--- config.mk ---
export PLATFORM = sky130hd
export DESIGN_NAME = pattern_sequencer
export DESIGN_NICKNAME = d
export VERILOG_FILES = /design/src/rtl/pattern_sequencer.sv
export SDC_FILE = /design/constraint.sdc
export NUM_CORES = 1
export LEC_CHECK = 0
export ABC_CLOCK_PERIOD_IN_PS = 4400
export CAP_MARGIN = 10
export CORE_ASPECT_RATIO = 1.5
export CORE_MARGIN = 4
export CORE_UTILIZATION = 25
export CTS_BUF_LIST = sky130_fd_sc_hd__clkbuf_4 sky130_fd_sc_hd__clkbuf_8 sky130_fd_sc_hd__clkbuf_16
export CTS_CLUSTER_DIAMETER = 120
export DETAILED_ROUTE_END_ITERATION = 16
export RECOVER_POWER = 100
export SETUP_SLACK_MARGIN = 0.4
export SYNTH_ARGS = -nofsm -noshare
export SYNTH_HDL_FRONTEND = slang
export SYNTH_SLANG_ARGS = --single-unit
export TNS_END_PERCENT = 20
--- constraint.sdc ---
create_clock -name clk -period 4.4 [get_ports clk]
set_clock_uncertainty 0.2 [all_clocks]
set_input_delay 0.88 -clock clk [delete_from_list [all_inputs] [get_ports clk]]
set_output_delay 0.88 -clock clk [all_outputs]
set_load 0.005 [all_outputs]
--- src/rtl/pattern_sequencer.sv ---
// Pattern sequencer: walks the buffers named in SEQ1/SEQ2 and streams their payload
// bytes from the pattern-buffer bank to a valid/ready output stage.
module pattern_sequencer #(
  parameter int BUFSIZE  = 27,
  parameter int HDRBYTES = 3,
  parameter int NSTEPS   = 4
) (
  input  logic       clk,
  input  logic       rst,
  input  logic [7:0] seq1,
  input  logic [7:0] seq2,
  input  logic [7:0] seq_ctrl,
  input  logic [7:0] patternbyte,
  output logic [2:0] bufp,
  output logic [4:0] fieldp,
  output logic [7:0] pat_out,
  output logic       pat_valid,
  input  logic       pat_ready,
  output logic       busy,
  output logic       seq_done,
  output logic [1:0] step,
  output logic [1:0] state_dbg
);

  // Handshake: a byte moves when pat_valid && pat_ready at a rising edge; pat_out
  // and pat_valid are registered and hold while pat_valid && !pat_ready.
  typedef enum logic [1:0] {IDLE = 2'd0, LOAD = 2'd1, RUN = 2'd2, DONE = 2'd3} state_t;

  localparam logic [4:0] HDR     = 5'(HDRBYTES);
  localparam logic [4:0] PAYLOAD = 5'(BUFSIZE - HDRBYTES);

  state_t     state, state_nxt;
  logic       run_q;
  logic [7:0] seq1_s, seq1_s_nxt, seq2_s, seq2_s_nxt;
  logic       loop_s, loop_s_nxt;
  logic [4:0] len_s, len_s_nxt;
  logic       aborted, aborted_nxt;
  logic [2:0] bufp_nxt;
  logic [4:0] fieldp_nxt;
  logic [7:0] pat_out_nxt;
  logic       pat_valid_nxt;
  logic [1:0] step_nxt;

  logic       run_rise, capture, step_last;
  logic [4:0] len_eff, last_field;
  logic [3:0] cur_nib, next_nib, first_nib;
  logic       unused_bits;

  assign unused_bits = seq_ctrl[7];

  function automatic logic [3:0] nib_of(input logic [7:0] s1, input logic [7:0] s2,
                                        input logic [1:0] idx);
    case (idx)
      2'd0:    return s1[3:0];
      2'd1:    return s1[7:4];
      2'd2:    return s2[3:0];
      default: return s2[7:4];
    endcase
  endfunction

  assign run_rise   = seq_ctrl[0] && !run_q;
  assign capture    = !pat_valid || pat_ready;
  assign len_eff    = (len_s == 5'd0 || len_s > PAYLOAD) ? PAYLOAD : len_s;
  assign last_field = HDR + len_eff - 5'd1;
  assign cur_nib    = nib_of(seq1_s, seq2_s, step);
  assign next_nib   = nib_of(seq1_s, seq2_s, step + 2'd1);
  assign first_nib  = nib_of(seq1_s, seq2_s, 2'd0);
  assign step_last  = cur_nib[3] || (step == 2'(NSTEPS - 1));
  assign busy       = (state == LOAD) || (state == RUN);
  assign state_dbg  = state;

  always_ff @(posedge clk) begin
    if (rst) begin
      state     <= IDLE;
      run_q     <= 1'b0;
      seq1_s    <= '0;
      seq2_s    <= '0;
      loop_s    <= 1'b0;
      len_s     <= '0;
      aborted   <= 1'b0;
      bufp      <= '0;
      fieldp    <= HDR;
      pat_out   <= '0;
      pat_valid <= 1'b0;
      step      <= '0;
    end else begin
      state     <= state_nxt;
      run_q     <= seq_ctrl[0];
      seq1_s    <= seq1_s_nxt;
      seq2_s    <= seq2_s_nxt;
      loop_s    <= loop_s_nxt;
      len_s     <= len_s_nxt;
      aborted   <= aborted_nxt;
      bufp      <= bufp_nxt;
      fieldp    <= fieldp_nxt;
      pat_out   <= pat_out_nxt;
      pat_valid <= pat_valid_nxt;
      step      <= step_nxt;
    end
  end

  always_comb begin
    state_nxt     = state;
    seq1_s_nxt    = seq1_s;
    seq2_s_nxt    = seq2_s;
    loop_s_nxt    = loop_s;
    len_s_nxt     = len_s;
    aborted_nxt   = aborted;
    bufp_nxt      = bufp;
    fieldp_nxt    = fieldp;
    pat_out_nxt   = pat_out;
    pat_valid_nxt = pat_valid;
    step_nxt      = step;
    seq_done      = 1'b0;
    case (state)
      IDLE: if (run_rise) state_nxt = LOAD;
      LOAD: begin
        seq1_s_nxt  = seq1;
        seq2_s_nxt  = seq2;
        loop_s_nxt  = seq_ctrl[1];
        len_s_nxt   = seq_ctrl[6:2];
        aborted_nxt = 1'b0;
        step_nxt    = 2'd0;
        bufp_nxt    = seq1[2:0];
        fieldp_nxt  = HDR;
        state_nxt   = RUN;
      end
      RUN: begin
        if (capture) begin
          if (!seq_ctrl[0]) begin
            // Abort: the slot is freed (any held byte was accepted) but not refilled.
            pat_valid_nxt = 1'b0;
            aborted_nxt   = 1'b1;
            state_nxt     = DONE;
          end else begin
            pat_out_nxt   = patternbyte;
            pat_valid_nxt = 1'b1;
            if (fieldp == last_field) begin
              fieldp_nxt = HDR;
              if (!step_last) begin
                step_nxt = step + 2'd1;
                bufp_nxt = next_nib[2:0];
              end else if (loop_s) begin
                step_nxt = 2'd0;
                bufp_nxt = first_nib[2:0];
              end else begin
                state_nxt = DONE;
              end
            end else begin
              fieldp_nxt = fieldp + 5'd1;
            end
          end
        end
      end
      DONE: begin
        if (!pat_valid) begin
          seq_done  = !aborted;
          state_nxt = IDLE;
        end else if (pat_ready) begin
          pat_valid_nxt = 1'b0;
        end
      end
      default: state_nxt = IDLE;
    endcase
  end

endmodule
Yosys cells after proc, flatten, opt, wreduce, memory -nomap -nowiden
Cells that the tools add are included.

Add/subtract/negate cells: 4. Reductions and logical operators: 20. Equality and inequality tests: 19. Multiplexer cells: 37. Order comparisons: 1.

Operator list (number): 2-to-1 mux 2 bit (12); 2-to-1 mux 5 bit (4); 2-to-1 mux 3 bit (5); case mux 4 bit (3 select lines) (1); == test 2 bit (second input constant) (5); inequality test 2 bit (second input constant) (5); case mux 5 bit (2 select lines) (1); inequality test 3 bit (second input constant) (3); case mux 3 bit (3 select lines) (1); AND reduction 3 bit (3); 2-to-1 mux 1 bit (8); case mux 2 bit (4 select lines) (1); == test 2 x 1 -> 1 bit (second input constant) (3); logical NOT 2 bit (3); case mux 3 bit (2 select lines) (1); AND reduction 6 bit (1); adder 2 x 5 -> 5 bit (first input constant) (1); adder 5 x 1 -> 5 bit (second input constant) (1); == test 5 bit (1); > comparator 5 bit (second input constant) (1); logical NOT 5 bit (1); AND reduction 5 bit (1); subtractor 5 x 1 -> 5 bit (second input constant) (1); logical OR 1 bit (4); other kinds (9) (13).

Flip-flop bits (word level): 45. Bits of input ports: 35. Logic and storage cells: 93. Output and inout bits: 23.

Logic depth before layout (Yosys ltp)
Gate-level depths: netlist (run 1).

Word-level depth: 10. Depth in mapped cells: 9. Depth with buffers taken out: 8.

Least setup slack after synthesis (run 1)
No wires, ideal clock.

Kind: flip-flop to flip-flop. Start point: register len_s[3]. End point: register fieldp[2]. Data required time: 4.086 ns. Stages on the path, launching flop included: 9. Buffers on the path: 0. Period minus slack after synthesis: 2.448 ns. Arrival: 2.134 ns. Path slack: 1.952 ns. Library setup time: 0.114 ns. Cells stage by stage: dfxtp_1 nand2_1 and2_1 ha_1 xor2_1 or4_4 o311ai_2 a21oi_1 a21o_1.

Word-level cells in the longest chain between the ends: 10. Elaborated cells between the ends (all ways): 11. Classes of those cells: add/sub: 2; order compare: 1; eq/ne: 1; mux: 5; reduce/logical: 2.

Ends and longest elaborated chain: from (decl) (RTL line 36) `logic [4:0] len_s, len_s_nxt;`; from (signal assigned) (RTL line 92) `len_s <= len_s_nxt;`; > comparator 5 bit / logical NOT 5 bit (equally long branches) (RTL line 63) `assign len_eff = (len_s == 5'd0 || len_s > PAYLOAD) ? PAYLOAD : len_s;`; logical OR 1 bit (RTL line 63); 2-to-1 mux 5 bit * (RTL line 63); adder 2 x 5 -> 5 bit * (RTL line 64) `assign last_field = HDR + len_eff - 5'd1;`; subtractor 5 x 1 -> 5 bit * (RTL line 64); == test 5 bit * (RTL line 138) `if (fieldp == last_field) begin`; 2-to-1 mux 5 bit * (RTL line 138); 2-to-1 mux 5 bit * (RTL line 130) `if (!seq_ctrl[0]) begin`; 2-to-1 mux 5 bit * (RTL line 129) `if (capture) begin`; case mux 5 bit (2 select lines) * (RTL line 115) `case (state)`; to (signal assigned) (RTL line 95) `fieldp <= fieldp_nxt;`; to (decl) (RTL line 15) `output logic [4:0] fieldp,`.

Mark *: on every way between the ends. The rest lies on a longest branch, timed or not. The select of a mux whose other input is x is not followed. A chain may end at the register's enable or synchronous reset.

Worst setup path after layout (run 1)
Start point: register len_s[3]. End point: register fieldp[4].

The elaborated chain is that of the path after synthesis.

==> results of run 1 <==
cells in the final DEF (no fill, tap or decap), types with 10 or more instances in the layout:
cell type        synthesis  routed
a21oi_1                 15      15
o21ai_0                 10      10
mux2i_1                 23      23
dlygate4sd3_1            0      25
dfxtp_1                 44      44
clkdlybuf4s50_1          0      30
ha_1                    13      13
nand2_1                 34      34
nor2_1                  32      32
path summary, 6_finish.rpt:
check / end / slack (ps) / startpoint / cells past startpoint
max: fieldp[4] / 1440 / len_s[3] / 8
min: pat_out[0] / 250 / pat_out[0] / 2
max reg2reg: fieldp[4] / 1440 / len_s[3] / 8
min reg2reg: pat_out[0] / 250 / pat_out[0] / 2
per-stage QoR:
stage / std cells / hold slack [ps] / setup WS (ps) / power, W
after floorplan: 253 / 252 / 1950 / 0.000885
after global routing: 415 / 266 / 1290 / 0.00157
final: 415 / 252 / 1440 / 0.00146
after detailed placement: 407 / 250 / 1360 / 0.00107
after CTS: 415 / 259 / 1650 / 0.00151
after global placement: 407 / 241 / 1380 / 0.00105
routing by layer:
layer / track usage [%] / up-vias
li1: - / 991
met1: 11.6 / 861
met2: 18.8 / 34
met3: 2.42 / 6
met4: 3.76 / 0
met5: 0 / -
power by group:
| part | switching [W] | internal, W | total [W] |
|---|---|---|---|
| registers | 0.0000596 | 0.000472 | 0.000531 |
| logic | 0.000255 | 0.000241 | 0.000495 |
| clock network | 0.000153 | 0.000284 | 0.000437 |
critical path, cell delays in order, from the launching register on:
cell	delay, ps
dfxtp_1	460
nand2_1	110
and2_0	170
ha_1	280
xor2_1	160
or4_1	560
o311ai_0	640
a21oi_1	100
a21o_1	180
cell families (layout without fill, tap and decap cells):
| group | Yosys count | in the layout | synth area share, % |
|---|---|---|---|
| and+or+nand+nor | 98 | 98 | 20.6 |
| AOI/OAI and AO/OA | 51 | 51 | 15.7 |
| xor gates and xnor gates | 7 | 7 | 2.79 |
| DFF | 44 | 44 | 40.1 |
| muxes | 23 | 23 | 10.5 |
| buffers and inverters | 17 | 72 | 3.02 |
| adders and majority gates | 13 | 13 | 7.40 |
final cells by class:
cell class	instances	share of cell area, %
clock inverter	2	1.28
multi-input combinational	192	41.0
tap	107	4.43
clock buffer	6	4.59
sequential	44	29.1
timing repair buffer	57	18.7
inverter	7	0.869
flip-flops by register name, indices dropped and copies added (netlist names):
register and count:
run_q 1, state_dbg 2, seq2_s 7, loop_s 1, pat_out 8, bufp 3, seq1_s 8, pat_valid 1
aborted 1, len_s 5, step 2, fieldp 5
==> summary.txt, run 1 <==
Seq. cell area -> 881 sq um
Avg WL per Cell -> 12.7 microns
clk root buf -> clkbuf_16
M1 wire length -> 2240 microns
height of the die -> 123 microns
fin crit share -> 67.3%
Iter 0 DRT Violations -> 61
top cell type's share of synthesized area -> 40.1%
Area after DPL -> 2860 sq um
clock buffer depth -> 2
IO Pins -> 58
hpwl dp -> 4050 microns
VDD IR max -> 200 uV
area of the multi-input gates -> 1240 sq um
outcome -> complete, no violations
initial antenna violation count -> 0
synth cell count leaders -> 44 x dfxtp_1, 34 x nand2_1, 32 x nor2_1
Pwr Density -> 484 nW/um^2
final wirelength -> 5260 microns
Avg Vias per Cell -> 4.56
Mapped Cells -> 253
full die area -> 10,400 sq um
utilization after layout -> 35.5%
ys async rst share -> 0%
WP data required -> 4380 ps
most numerous cell in the Yosys netlist -> dfxtp_1
post-route ant nets -> 0
unrepaired setup endpoints after global routing -> false
number of buffers created by CTS -> 5
number of synthesized flops with an enable pin -> 0
Final Instance Area -> 3020 sq um
ratio of cells with drive above 1 in the final layout -> 3.90%
Post-CTS Setup Inserts -> 0
CP Max Fanout -> 6
H-tree Lvls -> 2
Mean Syn Cell Area -> 8.69 sq um
Layout Area Growth over Synthesis -> 37.6%
Top Metal Used -> met4
Pleak -> 1.22 nW
Mapped Area -> 2200 sq um
Remaining Overflow, GRT -> 0
Worst-Margin Slew -> 679 ps
core region area -> 8520 sq um
Crit Path Class -> reg2reg
fin nets -> 355
met2 wire length -> 2730 microns
First-pass DRT Iterations -> 4
vias in the first global route -> 1,889
TritonCTS clock tree -> done
Setup TNS -> 0 ps
I/O Buffers -> 55
Rows -> 41
Tmin final -> 2960 ps
Primary FF master, synth -> dfxtp_1
Max-slew headroom -> 54.2%
n_diodes -> 0
first-pass GRT wire length -> 8800 microns
max-cap violations -> 0
warning count from the yosys run -> 0
initial core utilization -> 25.8%
Worst-path clk slew -> 60 ps
die width -> 84.6 microns
met3 WL post-DR -> 214 microns
Highest Clock Rate -> 0.338 GHz
aggregate global-route resource usage -> 10.3%
largest net degree at the start of global routing -> 38
clock sink total -> 44
critical path endpoint category -> register
Post-CTS Hold Buffers -> 0
top cell type by total area after synthesis -> dfxtp_1
register area share after synthesis -> 40.1%
DRC Markers -> 0
setup violators final -> 0
synth unique cells -> 36
Hold WC Path Type -> reg2reg
worst skew pair latency -> 280 ps
Yosys reg bits -> 44
Final Max Tran Viols -> 0
CP arrival -> 2940 ps
GP Congestion -> 0.739
Synth Net Count -> 301
post-CTS resize count -> 0
Filler Cell Count -> 884
vias post-DR -> 1,892
final hold violation count -> 0
CP Launch Type -> register
top cells by area, synth -> dfxtp_1 40%, mux2i_1 10%, ha_1 7.4%
No activity file was read; power rests on OpenSTA's default activity.
==> inputs of run 2 (changes only) <==
- ABC_CLOCK_PERIOD_IN_PS: 4400 -> 2940
- clock period: 4.4 -> 2.94 ns (I/O delays scaled with it)
==> summary.txt, run 2 (synthesis results as in run 1) <==
outcome -> complete, no violations
Worst Hold End -> pat_out[1]
Worst-Margin Slew -> 785 ps (+107 ps)
Setup TNS -> 0 ps (unchanged)
fin nets -> 358 (+0.85%)
Final Max Tran Viols -> 0 (unchanged)
worst path cell trace -> nand2_1 -> and2_0 -> ha_1 -> xor2_1 -> or4_1 -> o311ai_4 -> a21oi_1 -> a21o_1
most frequent cells in the layout -> 43 x dfxtp_1, 34 x nand2_1, 32 x nor2_1
die width -> 84.6 microns (unchanged)
IO Pins -> 58 (unchanged)
worst skew pair latency -> 280 ps (about the same)
Remaining Overflow, GRT -> 0 (unchanged)
Tmin final -> 2570 ps (-394 ps)
clk root buf -> clkbuf_16
DRC Markers -> 0 (unchanged)
Seq. cell area -> 885 sq um (+0.43%)
final wirelength -> 5290 microns (+0.46%)
CP max stage delay -> 540 ps (-100 ps)
First-pass DRT Iterations -> 4 (unchanged)
CP Max Fanout -> 6 (unchanged)
most common cell after layout, fill and taps aside -> dfxtp_1
CP arrival -> 2540 ps (-400 ps)
hpwl dp -> 4000 microns (-1.4%)
RR Startpoint -> len_s[3]
vias post-DR -> 1,922 (+1.6%)
Layout Area Growth over Synthesis -> 40.2%
Largest regs -> pat_out (8), seq1_s (8), seq2_s (7)
Pleak -> 1.24 nW (+1.7%)
Clk pwr share -> 29.2% (-0.7 points)
initial antenna violation count -> 0 (unchanged)
FF-to-FF path depth -> 8 (unchanged)
area of the multi-input gates -> 1280 sq um (+3.1%)
full die area -> 10,400 sq um (unchanged)
hold_ws -> 249 ps (-2.40 ps)
Sw Ratio -> 32.9% (+0.93 points)
first-pass GRT wire length -> 8570 microns (-2.6%)
Pwr Density -> 727 nW/um^2 (+50%)
buffers and inverters on the worst path -> 0 (unchanged)
Hold WC Path Type -> reg2reg
H-tree Lvls -> 2 (unchanged)
clock sink total -> 44 (unchanged)
TritonCTS clock tree -> done
initial core utilization -> 25.8% (unchanged)
Avg WL per Cell -> 12.6 microns (-0.26%)
fin crit share -> 87.3% (+20 points)
vias in the first global route -> 1,834 (-2.9%)
Worst R2R End -> fieldp[4]
n_diodes -> 0 (unchanged)
Highest Clock Rate -> 0.390 GHz (+15%)
switching power -> 0.000737 W (+58%)
Rows -> 41 (unchanged)
Gate power share -> 35.2% (+1.4 points)
ratio of cells with drive above 1 in the final layout -> 5.79% (+1.9 points)
Worst-path clk slew -> 60 ps (about the same)
VDD IR max -> 263 uV (+31%)
post-route ant nets -> 0 (unchanged)
Avg Vias per Cell -> 4.60 (+0.86%)
height of the die -> 123 microns (unchanged)
clock buffer depth -> 2 (unchanged)
Hold Crit Depth -> 2 (unchanged)
aggregate global-route resource usage -> 10.2% (-0.14 points)
unrepaired setup endpoints after global routing -> true
Crit Path Class -> reg2reg
number of buffers created by CTS -> 5 (unchanged)
critical path endpoint category -> register
WP data required -> 2910 ps (-1470 ps)
core region area -> 8520 sq um (unchanged)
Max-slew headroom -> 47.6% (-6.5 points)
largest net degree at the start of global routing -> 37 (-2.6%)
CP Launch Type -> register
Filler Cell Count -> 922 (+4.3%)
max-cap violations -> 0 (unchanged)
setup violators final -> 0 (unchanged)
min-delay src -> pat_out[1]
sequential share of power -> 35.6% (-0.7 points)
cell-internal power -> 0.00150 W (+51%)
setup slack, reg-to-reg -> 370 ps (-1070 ps)
CP delay by family, top -> simple AND/OR/NAND/NOR gates
GP Congestion -> 0.775 (+4.9%)
final hold violation count -> 0 (unchanged)
I/O Buffers -> 55 (unchanged)
Iter 0 DRT Violations -> 85 (+39%)
Slowest cell on crit path -> or4_1
==> run 2: cell count changes in the layout (fill, tap and decap cells not counted) <==
cell and change:
nor4_1 -2, buf_4 +1, clkbuf_1 +1, clkbuf_2 +1
clkdlybuf4s50_1 +1, dfxtp_1 -1, dfxtp_4 +1, dlygate4sd3_1 -1
nor4_2 +1, nor4_4 +1, o311ai_0 -1, o311ai_4 +1
==> run 2: area by class of cell <==
cell class              instances  share of cell area, %
clock buffers                   6                   4.50
repair buffers                 60                   18.9
multi-input cells             192                   41.5
clock inverters                 2                   1.26
flip-flops and latches         44                   28.7
inverters                       7                  0.852
well taps                     107                   4.34
==> run 2: how the worst max path moves through the flow <==
stage,start,to,slack [ps],depth (start not counted)
2_1_floorplan,len_s[3],fieldp[2],490,8
3_3_place_gp,len_s[3],fieldp[3],360,8
3_5_place_dp,len_s[3],state_dbg[1],290,8
4_1_cts,len_s[3],step[0],390,8
5_1_grt,len_s[3],step[0],200,8
6_report,len_s[3],fieldp[4],370,8
==> run 2: power groups by stage <==
stage          clock [W]  combinational, W  sequential (W)
2_1_floorplan          0          0.000535        0.000790
3_3_place_gp           0          0.000775        0.000808
3_5_place_dp           0          0.000793        0.000811
4_1_cts         0.000672          0.000804        0.000799
5_1_grt         0.000703          0.000887        0.000811
6_report        0.000655          0.000790        0.000797
==> run 2: worst register-to-register path, delay by kind of cell, from the launching register on <==
family / cells / cell delay (ps)
adder cells (fa/ha/maj): 1 / 280
XOR/XNOR: 1 / 170
flip-flops: 1 / 460
AO/OA/AOI/OAI: 3 / 530
AND/OR/NAND/NOR: 3 / 820
==> run 2: per-stage QoR <==
step	power (W)	cells	area (sq um)	util (%)	setup slack (ps)
finish	0.00224	418	3080	36.2	374
floorplan	0.00133	253	2200	-	492
global placement	0.00158	410	2880	33.8	358
detailed placement	0.00160	410	2880	33.8	287
global route	0.00240	418	3080	36.2	201
CTS	0.00227	418	3070	36.0	395
==> run 2: per-layer routing <==
metal  global-route usage [%]  wire length, microns
met5                        0                     0
met4                     4.55                    99
met3                     2.55                   231
met2                     17.7                  2670
met1                     11.7                  2290
==> run 2: repair_timing <==
action / in CTS / in global routing
setup endpoints to repair: 7 / 8
endpoints found under the hold margin: 0 / 0
resized for setup: 3 / 5
pin swaps: 0 / 3
hold buffers: 0 / 0
setup buffers: 0 / 0
